File: src/rtl/branch_pc_unit.sv
// Program-counter stage: resolves branch conditions, selects and registers the next PC,
// halts on a misaligned taken target and counts retired instructions.
module branch_pc_unit #(
  parameter int unsigned    XLEN     = 32,
  parameter logic [XLEN-1:0] RESET_PC = '0
) (
  input  logic            clk,
  input  logic            rst,
  input  logic [4:0]      BrOp,
  input  logic [XLEN-1:0] RS1Data,
  input  logic [XLEN-1:0] RS2Data,
  input  logic [XLEN-1:0] ALURes,
  input  logic            Stall,
  output logic [XLEN-1:0] PC,
  output logic [XLEN-1:0] PCPlus4,
  output logic            BrTaken,
  output logic            Halted,
  output logic            MisalignTrap,
  output logic [31:0]     InstrCount
);

  typedef enum logic {RUN, HALT} state_t;

  state_t          state_q, state_d;
  logic [XLEN-1:0] pc_q, pc_d;
  logic [31:0]     count_q, count_d;
  logic            trap_q, trap_d;

  logic            condTrue;
  logic [XLEN-1:0] target;
  logic [XLEN-1:0] nextPc;
  logic            misalign;

  always_comb begin
    condTrue = 1'b0;
    unique case (BrOp[2:0])
      3'b000:  condTrue = (RS1Data == RS2Data);
      3'b001:  condTrue = (RS1Data != RS2Data);
      3'b100:  condTrue = ($signed(RS1Data) <  $signed(RS2Data));
      3'b101:  condTrue = ($signed(RS1Data) >= $signed(RS2Data));
      3'b110:  condTrue = (RS1Data <  RS2Data);
      3'b111:  condTrue = (RS1Data >= RS2Data);
      default: condTrue = 1'b0;
    endcase
  end

  // Clearing bit0 of the target gives JALR semantics and is harmless for B/J targets.
  assign BrTaken  = ((BrOp[4:3] == 2'b01) && condTrue) || (BrOp == 5'b10000);
  assign target   = {ALURes[XLEN-1:1], 1'b0};
  assign PCPlus4  = pc_q + XLEN'(4);
  assign nextPc   = BrTaken ? target : PCPlus4;
  assign misalign = BrTaken && target[1];

  always_comb begin
    state_d = state_q;
    pc_d    = pc_q;
    count_d = count_q;
    trap_d  = trap_q;
    // A faulting jump leaves the PC on the offending instruction so it stays visible.
    if (state_q == RUN && !Stall) begin
      if (misalign) begin
        trap_d  = 1'b1;
        state_d = HALT;
      end else begin
        pc_d    = nextPc;
        count_d = count_q + 32'd1;
      end
    end
  end

  always_ff @(posedge clk) begin
    if (rst) begin
      state_q <= RUN;
      pc_q    <= RESET_PC;
      count_q <= '0;
      trap_q  <= 1'b0;
    end else begin
      state_q <= state_d;
      pc_q    <= pc_d;
      count_q <= count_d;
      trap_q  <= trap_d;
    end
  end

  assign PC           = pc_q;
  assign Halted       = (state_q == HALT);
  assign MisalignTrap = trap_q;
  assign InstrCount   = count_q;

endmodule

File: config.mk
export PLATFORM = sky130hd
export DESIGN_NAME = branch_pc_unit
export DESIGN_NICKNAME = d
export VERILOG_FILES = /design/src/rtl/branch_pc_unit.sv
export SDC_FILE = /design/constraint.sdc
export NUM_CORES = 1
export LEC_CHECK = 0
export BUFFER_PORTS_ARGS = -buffer_cell sky130_fd_sc_hd__buf_2
export CAP_MARGIN = 20
export CORE_UTILIZATION = 45
export CTS_BUF_LIST = sky130_fd_sc_hd__clkbuf_4 sky130_fd_sc_hd__clkbuf_8
export DETAILED_ROUTE_END_ITERATION = 10
export PLACE_DENSITY = 0.87
export SLEW_MARGIN = 25
export SYNTH_ARGS = -nofsm -noshare
export SYNTH_HDL_FRONTEND = slang
export SYNTH_SLANG_ARGS = --single-unit
File: constraint.sdc
create_clock -name clk -period 4.5 [get_ports clk]
set_clock_uncertainty 0.1 [all_clocks]
set_input_delay 0.9 -clock clk [delete_from_list [all_inputs] [get_ports clk]]
set_output_delay 0.9 -clock clk [all_outputs]
set_load 0.02 [all_outputs]
==> reports/results.ini <==
[die]
die_area_um2=10800
core_area_um2=9910
rows=36
die_width_um=104
initial_core_util_pct=47.1
die_h_um=104
num_io_pins=203

[timing]
rsz0062_at_grt=false
final.setup.tns_ps=0
fin_crit_ps=4210
relSlewSlack_pct=35.9
hold_viol=0
maxSlewViolCount=0
max_slew.worst_pin.slew_ps=960
min_period_over_period_pct=93.5
fmax_mhz=238
setup_viol=0

[yosys]
synth_most_common_cell=dfxtp_1
synth_edf_count=0
yosysWarnings=0
mappedNetlistArea_um2=4660
synth_commonest_cells=64 x dfxtp_1, 58 x inv_1, 55 x a21oi_1
synthArstFlopShare_pct=0
syn_inst=592
synth_area_per_cell_um2=7.88
yosys-top-cells-area=dfxtp_1 27%, ha_1 9.1%, mux2i_1 6.4%
yosysTopAreaCellShare_pct=27.5
yosysSeqAreaShare_pct=27.5
yosys.area.top_type=dfxtp_1
ys_types=52
synth-seq-cells=64
synthFlopType=dfxtp_1

[critical_path]
cp-start-kind=primary input
cp_num_buf_inv=3
critPathRequiredTime_ps=3500
crit_top_cell=buf_2
max_stage_delay_ps=510
cp.arrival_ps=3210
cp_cell_sequence=buf_2 -> ha_1 -> nand4_1 -> nor4_2 -> o31a_1 -> nor3_2 -> mux2_4 -> o21bai_4 -> inv_1 -> buf_2
cp_slowest_cell=nor4_2
crit_type=in2out
crit_fanout=5
crit_start=RS1Data[31]
reg2reg_from=InstrCount[3]
crit_path_end_kind=output port
critPathTopFamily=simple AND/OR/NAND/NOR gates

[placement]
port_buffers=199
hpwl_mm=9.38
place_inst=898
gp_congestion=0.823
dpl_cell_area_um2=5710

[detailed_routing]
vias_per_cell=5.39
wl_per_cell_um=13.6
first_iter_violations=143
ant_nets=0
wirelength_mm=12.4
vias=4924
first_pass_iters=5
drc=0

[global_route]
antenna_found_initial=0
grt_start_max_net_pins=44
overflow=0
grt_pass1_wl_mm=21.1
grt_pass1_vias=4616
track_usage_pct=23.1

[hold_path]
min_path_type=reg2reg
min_from=PC[1]

[clock_tree]
clock_path_buffers=2
clkTransAtPathRegs_ps=60
clk_latency_ps=330
cts.htree.levels=3
cts_resized=0
cts_sinks=64
tritoncts=yes
post-cts-setup-buffers=0
cts_root_buf=clkbuf_8
cts_hold_buffers=0
numCtsBuffers=9

[finish]
seqCellArea_um2=1280
multiInputGateArea_um2=2990
final.fill_count=929
stdcell_count=913
antennaDiodeCount=0
fin_nets=914
drive_gt1_share_pct=29.9
syn_to_final_growth_pct=26.5
finalInstanceArea_um2=5900

[power]
p_per_area_nw_per_um2=234
ir_drop_mv=0.151
leakage_nw=2.90

[run]
maxCapViolCount=0

[run_status]
status=finished, final reports clean

[layout make-up]
class                      instances  share of cell area (%)
sequential                        64                    21.7
inverter                          58                    3.69
tap                              133                    2.82
clock buffer                      11                    2.46
timing repair buffer             206                    17.8
clock inverter                     4                   0.764
multi-input combinational        437                    50.8
[per-stage QoR]
step	utilization [%]	hold WS (ps)	worst slack, ps	total power [mW]
6_report	59.5	352	294	1.38
3_5_place_dp	57.6	343	279	0.900
4_1_cts	59.5	354	274	1.39
5_1_grt	59.5	381	123	1.45
3_3_place_gp	57.6	342	289	0.895
2_1_floorplan	-	418	293	0.799
[per-layer routing]
| layer | track usage, % | wire length, um | vias up | part of all wire (%) |
|---|---|---|---|---|
| li1 | - | - | 2491 | - |
| met1 | 28.6 | 5330 | 2243 | 43 |
| met4 | 7.45 | 168 | 0 | 1.4 |
| met3 | 4.85 | 800 | 18 | 6.5 |
| met2 | 40.0 | 6080 | 172 | 49 |
| met5 | 0 | 0 | - | 0 |
[placed cells by master (no fill, tap or decap), types with 2 or more instances in the layout]
master,Yosys,layout
nor2_1,36,36
nand2_1,35,35
clkbuf_8,0,10
nand2b_1,3,3
and3_1,5,5
nor2b_1,6,6
clkinv_2,0,3
or3_1,14,14
nand3b_1,16,16
and4_1,4,4
buf_4,11,7
a221o_1,2,2
mux2i_1,30,30
o211a_1,2,2
nor3_1,4,4
o31ai_1,15,15
a221oi_1,2,2
ha_1,34,34
and2_1,7,7
nand4_1,20,20
nand3_1,29,29
o2bb2ai_1,4,4
o21ai_0,33,33
xor2_1,9,9
o32ai_1,11,11
a21oi_1,55,55
conb_1,1,2
dfxtp_1,64,64
or2_2,5,5
or4_1,14,14
xnor2_1,20,20
nor4_2,2,2
inv_1,58,58
buf_2,7,199
[tightest hold or removal path, stage by stage, from the launching register on]
cell and delay (ps):
dfxtp_1 330, inv_1 50, a311oi_1 30
[power by group]
group / internal [mW] / switching [mW]
clock network: 0.272 / 0.222
logic: 0.125 / 0.164
registers: 0.579 / 0.0177
total: 0.976 / 0.404
[kinds of logic after synthesis]
kind of cell | after synthesis | synth area share, %
muxes | 31 | 6.76
DFF | 64 | 27.5
xor gates and xnor gates | 29 | 5.45
adders and majority gates | 34 | 9.12
and+or+nand+nor | 202 | 23.8
AOI/OAI and AO/OA | 139 | 18.7
buffers and inverters | 92 | 8.64
other | 1 | 0.0804
[flip-flops by register name, indices dropped and copies added (netlist names)]
| register | count |
|---|---|
| InstrCount | 32 |
| PC | 31 |
| MisalignTrap | 1 |
[worst paths after layout]
path	slack (ps)	to	depth (start not counted)
hold reg to reg	350	PC[1]	2
setup / recovery	290	BrTaken	10
hold / removal	350	PC[1]	2
setup reg to reg	1540	InstrCount[31]	9
Note: power is estimated with default switching activity, not from simulation.
